--- config.mk ---
export PLATFORM = sky130hd
export DESIGN_NAME = alu_rr_arbiter
export DESIGN_NICKNAME = d
export VERILOG_FILES = /design/src/rtl/alu_pkg.sv /design/src/rtl/rr_pick.sv /design/src/rtl/alu_rr_arbiter.sv
export SDC_FILE = /design/constraint.sdc
export NUM_CORES = 1
export LEC_CHECK = 0
export ABC_AREA = 1
export BUFFER_PORTS_ARGS = -buffer_cell sky130_fd_sc_hd__buf_2
export CAP_MARGIN = 20
export CELL_PAD_IN_SITES_DETAIL_PLACEMENT = 1
export CELL_PAD_IN_SITES_GLOBAL_PLACEMENT = 1
export CORE_AREA = 2 2 112 114
export CTS_CLUSTER_SIZE = 24
export DETAILED_ROUTE_END_ITERATION = 6
export DIE_AREA = 0 0 114 116
export PLACE_DENSITY = 0.88
export SLEW_MARGIN = 25
export SYNTH_ARGS = -nofsm -noshare
export SYNTH_HDL_FRONTEND = slang
export SYNTH_HIERARCHICAL = 1
export SYNTH_SLANG_ARGS = --single-unit
--- constraint.sdc ---
create_clock -name clk -period 2.2 [get_ports clk]
set_clock_uncertainty 0.15 [all_clocks]
set_input_delay 0.11 -clock clk [delete_from_list [all_inputs] [get_ports clk]]
set_output_delay 0.11 -clock clk [all_outputs]
set_load 0.01 [all_outputs]
--- src/rtl/alu_pkg.sv ---
// alu_pkg: shared constants and types for the round-robin ALU arbiter.
//   ALU_DW / ALU_OPW / ALU_RW : default operand, opcode and result widths
//   ST_*                      : FSM state encodings, wrapped by state_e
//   ptr_w()                   : width of a requester index (at least 1 bit)
package alu_pkg;

  localparam int unsigned ALU_DW  = 8;
  localparam int unsigned ALU_OPW = 4;
  localparam int unsigned ALU_RW  = 16;

  localparam logic [1:0] ST_IDLE  = 2'd0;
  localparam logic [1:0] ST_ISSUE = 2'd1;
  localparam logic [1:0] ST_RESP  = 2'd2;

  typedef enum logic [1:0] {
    StIdle  = ST_IDLE,
    StIssue = ST_ISSUE,
    StResp  = ST_RESP
  } state_e;

  function automatic int unsigned ptr_w(input int unsigned n);
    return (n > 1) ? $clog2(n) : 1;
  endfunction

endpackage

--- src/rtl/rr_pick.sv ---
// rr_pick: combinational round-robin picker.
// Searches i_ptr, i_ptr+1, ... (mod NREQ) for the first set request bit.
//   i_req   : request vector
//   i_ptr   : highest-priority index for this search
//   o_grant : one-hot grant (all zero when nothing is requested)
//   o_idx   : index of the granted requester (0 when nothing is requested)
//   o_any   : at least one request bit is set
module rr_pick
  import alu_pkg::*;
#(
  parameter int unsigned NREQ = 4,
  parameter int unsigned PW   = 2
) (
  input  logic [NREQ-1:0] i_req,
  input  logic [PW-1:0]   i_ptr,
  output logic [NREQ-1:0] o_grant,
  output logic [PW-1:0]   o_idx,
  output logic            o_any
);

  logic [PW:0]   w_sum;
  logic [PW-1:0] w_idx;

  always_comb begin
    o_any = 1'b0;
    o_idx = '0;
    w_sum = '0;
    w_idx = '0;
    for (int unsigned k = 0; k < NREQ; k++) begin
      // ptr and k are both below NREQ, so one conditional subtract is a full modulo.
      w_sum = {1'b0, i_ptr} + (PW+1)'(k);
      if (w_sum >= (PW+1)'(NREQ)) begin
        w_sum = w_sum - (PW+1)'(NREQ);
      end
      w_idx = w_sum[PW-1:0];
      if (!o_any && i_req[w_idx]) begin
        o_any = 1'b1;
        o_idx = w_idx;
      end
    end
    o_grant = o_any ? (NREQ'(1) << o_idx) : '0;
  end

endmodule

--- src/rtl/alu_rr_arbiter.sv ---
// alu_rr_arbiter: shares one combinational ALU among NREQ requesters.
// Round-robin pick in IDLE, operands registered toward the ALU, result captured
// one cycle later and returned with a one-hot strobe to the winning requester.
//   clk, rst                       : clock, asynchronous active-high reset
//   req_valid/req_ready            : per-requester request handshake
//   req_op1/req_op2/req_opcode     : packed per-requester payload
//   rsp_valid/rsp_ready            : one-hot response strobe, shared consumer ready
//   rsp_result/rsp_flagC/rsp_flagZ : captured ALU outputs
//   alu_*                          : to/from the shared ALU
//   busy, grant_id, ops_done       : status, last winner, saturating completion count
module alu_rr_arbiter
  import alu_pkg::*;
#(
  parameter int unsigned NREQ = 4,
  parameter int unsigned DW   = ALU_DW,
  parameter int unsigned OPW  = ALU_OPW,
  parameter int unsigned CNTW = 16
) (
  input  logic                clk,
  input  logic                rst,
  input  logic [NREQ-1:0]     req_valid,
  output logic [NREQ-1:0]     req_ready,
  input  logic [NREQ*DW-1:0]  req_op1,
  input  logic [NREQ*DW-1:0]  req_op2,
  input  logic [NREQ*OPW-1:0] req_opcode,
  output logic [NREQ-1:0]     rsp_valid,
  output logic [2*DW-1:0]     rsp_result,
  output logic                rsp_flagC,
  output logic                rsp_flagZ,
  input  logic                rsp_ready,
  output logic [DW-1:0]       alu_operand1,
  output logic [DW-1:0]       alu_operand2,
  output logic [OPW-1:0]      alu_opcode,
  input  logic [2*DW-1:0]     alu_result,
  input  logic                alu_flagC,
  input  logic                alu_flagZ,
  output logic                busy,
  output logic [2:0]          grant_id,
  output logic [CNTW-1:0]     ops_done
);

  localparam int unsigned PW = ptr_w(NREQ);

  state_e          r_state;
  logic [PW-1:0]   r_ptr;
  logic [NREQ-1:0] r_rsp_valid;
  logic [2*DW-1:0] r_rsp_result;
  logic            r_rsp_flagC;
  logic            r_rsp_flagZ;
  logic [DW-1:0]   r_op1;
  logic [DW-1:0]   r_op2;
  logic [OPW-1:0]  r_opcode;
  logic [2:0]      r_grant_id;
  logic [CNTW-1:0] r_ops_done;

  logic [NREQ-1:0] w_grant;
  logic [PW-1:0]   w_win;
  logic            w_any;
  logic [DW-1:0]   w_op1;
  logic [DW-1:0]   w_op2;
  logic [OPW-1:0]  w_opcode;
  logic [PW-1:0]   w_ptr_next;

  rr_pick #(
    .NREQ (NREQ),
    .PW   (PW)
  ) u_rr_pick (
    .i_req   (req_valid),
    .i_ptr   (r_ptr),
    .o_grant (w_grant),
    .o_idx   (w_win),
    .o_any   (w_any)
  );

  // AND-OR payload mux driven by the one-hot grant.
  always_comb begin
    w_op1    = '0;
    w_op2    = '0;
    w_opcode = '0;
    for (int i = 0; i < int'(NREQ); i++) begin
      if (w_grant[i]) begin
        w_op1    = w_op1    | req_op1[i*DW +: DW];
        w_op2    = w_op2    | req_op2[i*DW +: DW];
        w_opcode = w_opcode | req_opcode[i*OPW +: OPW];
      end
    end
  end

  // Just-served requester drops to lowest priority.
  assign w_ptr_next = (w_win == PW'(NREQ - 1)) ? '0 : w_win + PW'(1);

  assign req_ready = (r_state == StIdle) ? w_grant : '0;

  always_ff @(posedge clk or posedge rst) begin
    if (rst) begin
      r_state      <= StIdle;
      r_ptr        <= '0;
      r_rsp_valid  <= '0;
      r_rsp_result <= '0;
      r_rsp_flagC  <= 1'b0;
      r_rsp_flagZ  <= 1'b0;
      r_op1        <= '0;
      r_op2        <= '0;
      r_opcode     <= '0;
      r_grant_id   <= '0;
      r_ops_done   <= '0;
    end else begin
      case (r_state)
        StIdle: begin
          if (w_any) begin
            r_op1      <= w_op1;
            r_op2      <= w_op2;
            r_opcode   <= w_opcode;
            r_grant_id <= 3'(w_win);
            r_ptr      <= w_ptr_next;
            r_state    <= StIssue;
          end
        end
        StIssue: begin
          r_rsp_result <= alu_result;
          r_rsp_flagC  <= alu_flagC;
          r_rsp_flagZ  <= alu_flagZ;
          r_rsp_valid  <= NREQ'(1) << r_grant_id;
          r_state      <= StResp;
        end
        StResp: begin
          if (rsp_ready) begin
            r_rsp_valid <= '0;
            if (r_ops_done != '1) begin
              r_ops_done <= r_ops_done + CNTW'(1);
            end
            r_state <= StIdle;
          end
        end
        default: r_state <= StIdle;
      endcase
    end
  end

  assign rsp_valid    = r_rsp_valid;
  assign rsp_result   = r_rsp_result;
  assign rsp_flagC    = r_rsp_flagC;
  assign rsp_flagZ    = r_rsp_flagZ;
  assign alu_operand1 = r_op1;
  assign alu_operand2 = r_op2;
  assign alu_opcode   = r_opcode;
  assign busy         = (r_state != StIdle);
  assign grant_id     = r_grant_id;
  assign ops_done     = r_ops_done;

endmodule

-- Word level (Yosys, flattened, before mapping)
Cells that the tools add are included.
- register bits: 64
- word-level logic and storage cells: 98
- bitwise logic cells: 9
- add/subtract/negate cells: 9
- eq/ne operators: 6
- muxes and demuxes: 40
- $lt $le $gt $ge: 8
- reductions and logical operators: 13
- shift-type cells: 2
- operators with widths (kind ; number):
    $mux W8 ; 8
    $or A8 B8 Y8 ; 6
    $mux W4 ; 7
    $mux W2 ; 11
    $add A16 B1 Y16 const B ; 1
    $ne A16 B16 Y1 const B ; 1
    $lt A2 B3 Y1 const B ; 4
    $or A4 B4 Y4 ; 3
    $ge A3 B3 Y1 const B ; 3
    $bmux W1 S2 ; 4
    $mux W1 ; 8
    $pmux W4 S2 ; 1
    $shl A1 B2 Y4 const A ; 2
    $sub A2 B1 Y2 const B ; 4
    $add A2 B2 Y3 const B ; 2
    $pmux W2 S3 ; 1
    $reduce_and A2 Y1 ; 3
    $eq A2 B2 Y1 const B ; 2
    $reduce_bool A2 Y1 ; 2
    $add A2 B1 Y3 const B ; 1
    $ge A2 B3 Y1 const B ; 1
    $logic_and A1 B1 Y1 ; 3
    $logic_not A1 Y1 ; 3
    $reduce_and A3 Y1 ; 1
    other kinds (5) ; 5

-- Depth between registers and ports, before layout
- word-level depth: 23
- mapped depth: 17
- gate-level depth less buffers: 15

-- Cells and area by module
The synthesis kept the hierarchy.
- modules (own cells, without submodules) (module ; area each (um2) ; cells each ; times used):
    alu_rr_arbiter ; 3354.5 ; 468 ; 1
    rr_pick ; 392.9 ; 74 ; 1

-- Worst setup path after synthesis
Ideal clock, no wire load.
- kind: flip-flop to output port
- start point: reg r_ptr[0]
- end point: out req_ready[1]
- path slack: 0.130 ns
- path buffers: 2
- cell stages (with the launch flop): 14
- data arrival time: 1.810 ns
- data required time: 1.940 ns
- path through: dfrtp_1 buf_6 inv_8 nand2_1 nand2_4 nand2_1 nand2_1 nand2_1 nand3_1 nand3_2 nor2_1 clkbuf_1 inv_1 nor2_1
- cells in the longest elaborated chain, start to end: 17
- elaborated cells on any way between the ends: 40
- classes of those cells: add/sub (7); order compare (4); shift (1); mux (22); reduce/logical (6)
- RTL lines (element ; RTL line ; source):
    start, declared ; alu_rr_arbiter.sv:45 ; logic [PW-1:0] r_ptr;
    start signal, assigned ; alu_rr_arbiter.sv:115 ; r_ptr <= w_ptr_next;
    parallel branches: the longest is 15 deep, another holds $add A2 B1 Y3 ; n/a ;
    $mux W4 (*) ; rr_pick.sv:41 ; o_grant = o_any ? (NREQ'(1) << o_idx) : '0;
    named net w_grant[1] ; alu_rr_arbiter.sv:56 ; logic [NREQ-1:0] w_grant;
    $mux W4 (*) ; alu_rr_arbiter.sv:92 ; assign req_ready = (r_state == StIdle) ? w_grant : '0;
    end, declared ; alu_rr_arbiter.sv:22 ; output logic [NREQ-1:0] req_ready,
Mark *: on every way through the listed nets, which the timed path passes. The select of a mux whose other input is x is not followed.

-- Worst setup path after layout
- start point: reg r_ptr[0]
- end point: reg r_op1[5] (netlist: alu_operand1[5])
- elaborated cells on any way between the ends: 47
- classes of those cells: add/sub (7); order compare (4); shift (1); mux (25); bitwise (3); reduce/logical (7)
- RTL lines (element ; RTL line ; source):
    parallel branches: the longest is 13 deep, another holds $add A2 B1 Y3 ; n/a ;
    $mux W1 (*) ; rr_pick.sv:36 ; if (!o_any && i_req[w_idx]) begin
    named net w_any ; alu_rr_arbiter.sv:58 ; logic w_any;
    $mux W4 ; rr_pick.sv:41 ;
    $mux W8 ; alu_rr_arbiter.sv:81 ; if (w_grant[i]) begin
    $or A8 B8 Y8 ; alu_rr_arbiter.sv:82 ; w_op1 = w_op1 | req_op1[i*DW +: DW];
    $mux W8 ; alu_rr_arbiter.sv:81 ;
    $or A8 B8 Y8 ; alu_rr_arbiter.sv:82 ;
    $mux W8 ; alu_rr_arbiter.sv:81 ;
    $or A8 B8 Y8 ; alu_rr_arbiter.sv:82 ;
    $mux W8 ; alu_rr_arbiter.sv:81 ;
    end signal, assigned ; alu_rr_arbiter.sv:111 ; r_op1 <= w_op1;
    end, declared ; alu_rr_arbiter.sv:50 ; logic [DW-1:0] r_op1;
Marks and branches as above.
A chain may end at the register's enable or synchronous reset.

==> qor_table.md <==
| Step | Quantity | Value |
| --- | --- | --- |
| layout | Post-layout instance count excluding filler cells | 997 |
| layout | Count of fill cells added during filler insertion | 1499 |
| yosys | Sequential cell area fraction in the yosys report | 42.7% |
| clock tree | Number of buffers inserted during clock tree synthesis | 9 |
| route | Total iterations of the first detailed-routing run | 5 |
| setup path | Origin of the critical flop-to-flop path | r_ptr[0] |
| setup path | Required arrival time at the worst endpoint | 2240 ps |
| route | Via count | 5368 |
| global route | Initial antenna violation count | 4 |
| yosys | Average instance area after synthesis | 6.91 um2 |
| yosys | Xor-xnor portion of the synthesized cell area | 1.64% |
| sta | RSZ-0062 raised after global routing | yes |
| die | Core region area | 11900 um2 |
| power | Leakage power figure | 3.53 nW |
| run status | Run status | finished, violations left |
| sta | Min setup slack post-route | -509 ps |
| layout | Cell area after layout | 6700 um2 |
| route | 1st-iter DRT viols | 515 |
| global route | Global router's overall resource usage | 32.4% |
| yosys | Async set-reset flop share out of synthesis | 100% |
| route | Wirelength per Cell | 23.4 um |
| global route | Aggregate global routing overflow | 0 |
| yosys | Area share of the leading cell type in the synthesized netlist | 42.7% |
| placement | Placed Instance Area | 4820 um2 |
| yosys | Cell types with the highest counts after synthesis | sky130_fd_sc_hd__nand2_1, sky130_fd_sc_hd__dfrtp_1, sky130_fd_sc_hd__inv_1 |
| placement | Pre-CTS setup slack | -272 ps |
| layout | Layout cells sized above 1 | 36.5% |
| sta | Slew Limit Headroom | 63.2% |
| global route | Number of global-route vias before repair | 5815 |
| clock tree | Clock buffer depth | 2 |
| sta | Peak Freq | 369 MHz |
| layout | Post-Route Utilization | 56.2% |
| route | DRC | 0 |
| yosys | Post-synth top flop | sky130_fd_sc_hd__dfrtp_1 |
| layout | Seq. cell area | 1600 um2 |
| clock tree | Worst-skew pair later-pin latency | 330 ps |
| yosys | Flip-flop and latch count after synthesis | 64 |
| die | Total number of placement rows | 40 |
| sta | Minimum period implied by the final worst setup slack | 2710 ps |
| setup path | Path type of the worst setup path | register to register |
| setup path | Nature of the critical path endpoint | register |
| yosys | Count of flip-flops with a built-in enable after synthesis | 0 |
| sta | Transition time at the pin with the least slew margin | 549 ps |
| setup path | Critical Path AT | 2750 ps |
| die | Number of I/O pins | 171 |
| flow run | Maxcap violations | 0 |
| placement | Placed cell count | 853 |
| yosys | Share of cell area taken by muxes after synthesis | 0% |
| setup path | Crit path launch | r_ptr[0] |
| route | Residual antenna-violating net count after detailed routing | 0 |
| global route | Largest net degree at the start of global routing | 45 |
| run status | Failing checks | negative setup slack |
| die | Die Footprint | 13200 um2 |
| sta | Final count of pins violating max slew | 0 |
| setup path | Kind of launch point of the worst setup path | register |
| yosys | Synthesized net count | 649 |
| clock tree | Clock slew at the register clock pins of the worst setup and hold paths | 70 ps |
| placement | IO buf count | 169 |
| layout | Area growth, synth to finish | 78.8% |
| die | Die Wd | 114 um |
| yosys | Synth cell types | 28 |
| yosys | Synthesized-area fraction occupied by adder cells | 0.668% |
| worst hold path | Start point of the worst min-delay path | req_opcode[15] |
| route | Final WL | 23.3 mm |
| power | Peak ir drop on the vdd network | 0.706 mV |
| sta | Final worst path period share | 123% |
| clock tree | CTS tree | built |
| clock tree | Level count of the clock H-tree | 3 |
| yosys | Leading post-synthesis cells by cell area | sky130_fd_sc_hd__dfrtp_1, sky130_fd_sc_hd__nand2_1, sky130_fd_sc_hd__nand4_1 |
| setup path | Maximum fanout encountered on the critical timing path | 26 |
| die | Starting utilization of the core area | 31.5% |
| yosys | Cell type with the highest aggregate area in the netlist | sky130_fd_sc_hd__dfrtp_1 |
| yosys | Yosys warns | 6 |
| yosys | Post-Synth Simple-Gate Area | 46.4% |
| layout | Area used by multi-input combinational logic | 2150 um2 |
| yosys | Number of cells produced by synthesis | 542 |
| placement | DP HPWL | 9.91 mm |
| sta | Total count of hold-check failures in the final report | 0 |
| worst hold path | Min-Delay Path Class | primary input to register |
| clock tree | CTS root buffer | sky130_fd_sc_hd__clkbuf_16 |
| layout | Net count, final | 949 |
| power | Total power density per cell area | 1690 nW/um2 |
| clock tree | Total number of clock tree sinks | 64 |
| sta | Setup violation total in the final timing report | 29 |
| die | Die height | 116 um |
| power | Power after layout | 0.0113 W |
| yosys | Cell Area, Synth | 3750 um2 |
| yosys | Compound-Gate Fraction of Synth Area | 2.30% |
| global route | Wire length of the first global-routing pass | 32.4 mm |
| yosys | Cell with the most instances after synthesis | sky130_fd_sc_hd__nand2_1 |
| yosys | Combinational family with the most area after synthesis | simple AND/OR/NAND/NOR gates |
| placement | GP Congestion | 0.945 |
| route | DR vias/cell | 5.38 |
[report_power, final]
group / internal [W] / switching, W / leakage (nW)
combinational: 0.00278 / 0.00475 / 2.54
clock: 0.00115 / 0.000575 / 0.169
sequential: 0.00165 / 0.000407 / 0.817
[routing by layer]
metal  vias to the layer above  wire length, um  track usage (%)
li1                       2282                -                -
met1                      2594             8160             34.4
met2                       366            11400             55.7
met3                       122             1970             9.47
met4                         4             1720             22.5
met5                         -               23                0
[registers in the layout, indices dropped and copies added, names as in the netlist, 4 cells and up]
name          flops
alu_opcode        4
alu_operand1      8
alu_operand2      8
ops_done         16
rsp_result       16
rsp_valid         4
[final cells by class]
cell class	count	area share [%]
timing repair buffer	308	33.8
multi-input combinational	426	32.1
sequential	64	23.9
clock buffer	10	3.57
tap	147	2.75
inverter	33	2.04
clock inverter	6	1.72
antenna	3	0.112
[placed cells by master (no fill, tap or decap), types with 2 or more instances in the layout]
cell,count
sky130_fd_sc_hd__bufinv_16,3
sky130_fd_sc_hd__buf_4,23
sky130_fd_sc_hd__nor2_2,4
sky130_fd_sc_hd__nand4_1,26
sky130_fd_sc_hd__nand2_2,32
sky130_fd_sc_hd__nand3_2,6
sky130_fd_sc_hd__nand2_4,10
sky130_fd_sc_hd__xnor2_1,4
sky130_fd_sc_hd__buf_12,4
sky130_fd_sc_hd__inv_4,2
sky130_fd_sc_hd__dfrtp_2,2
sky130_fd_sc_hd__nor2_1,18
sky130_fd_sc_hd__o21ai_0,7
sky130_fd_sc_hd__nor2_4,9
sky130_fd_sc_hd__xor2_1,3
sky130_fd_sc_hd__nand2_1,282
sky130_fd_sc_hd__ha_1,2
sky130_fd_sc_hd__nand3_4,6
sky130_fd_sc_hd__nand3_1,9
sky130_fd_sc_hd__buf_6,12
sky130_fd_sc_hd__inv_1,20
sky130_fd_sc_hd__clkinv_1,2
sky130_fd_sc_hd__dlygate4sd3_1,99
sky130_fd_sc_hd__buf_2,168
sky130_fd_sc_hd__clkbuf_16,9
sky130_fd_sc_hd__o31ai_1,2
sky130_fd_sc_hd__inv_2,8
sky130_fd_sc_hd__dfrtp_1,62
sky130_fd_sc_hd__diode_2,3
[final timing paths]
path	end	slack, ps	cells past startpoint
max	alu_operand1[5]	-510	14
min	alu_opcode[3]	30	5
max reg2reg	alu_operand1[5]	-510	14
min reg2reg	rsp_result[12]	330	2
max in group asynchronous	r_ptr[1]	1040	4
min in group asynchronous	ops_done[15]	220	3
[through the flow]
stage | TNS (ps) | hold slack (ps)
after CTS | -4030 | 12.9
after detailed placement | -5390 | 33.7
after global routing | -14020 | 42.9
after global placement | -627 | 22.1
final | -12530 | 26.0
after floorplan | 0 | 67.2
[kinds of logic after synthesis]
group | after synthesis
AOI/OAI and AO/OA | 13
xor gates and xnor gates | 7
adders and majority gates | 2
buffers and inverters | 52
DFF | 64
other | 1
and+or+nand+nor | 403
[repair_timing]
action | CTS | global route
pin swaps | 25 | 32
hold buffers | 99 | 0
hold endpoints to repair | 59 | 0
endpoints found under the setup margin | 28 | 29
gates resized for setup | 47 | 45
buffers inserted | 18 | 8
gates cloned | 2 | 0
[critical path: stages (launching register included)]
cell and delay [ps]:
sky130_fd_sc_hd__dfrtp_2 430, sky130_fd_sc_hd__buf_6 150, sky130_fd_sc_hd__buf_6 120, sky130_fd_sc_hd__nand2_4 70, sky130_fd_sc_hd__nand2_4 90, sky130_fd_sc_hd__nand2_4 90
sky130_fd_sc_hd__nand2_4 80, sky130_fd_sc_hd__nor2_4 180, sky130_fd_sc_hd__nand3_4 140, sky130_fd_sc_hd__buf_4 160, sky130_fd_sc_hd__nand2_1 230, sky130_fd_sc_hd__clkinv_1 160
sky130_fd_sc_hd__buf_4 270, sky130_fd_sc_hd__nand2_1 140, sky130_fd_sc_hd__nand2_1 100
(Power assumes the default switching activity.)
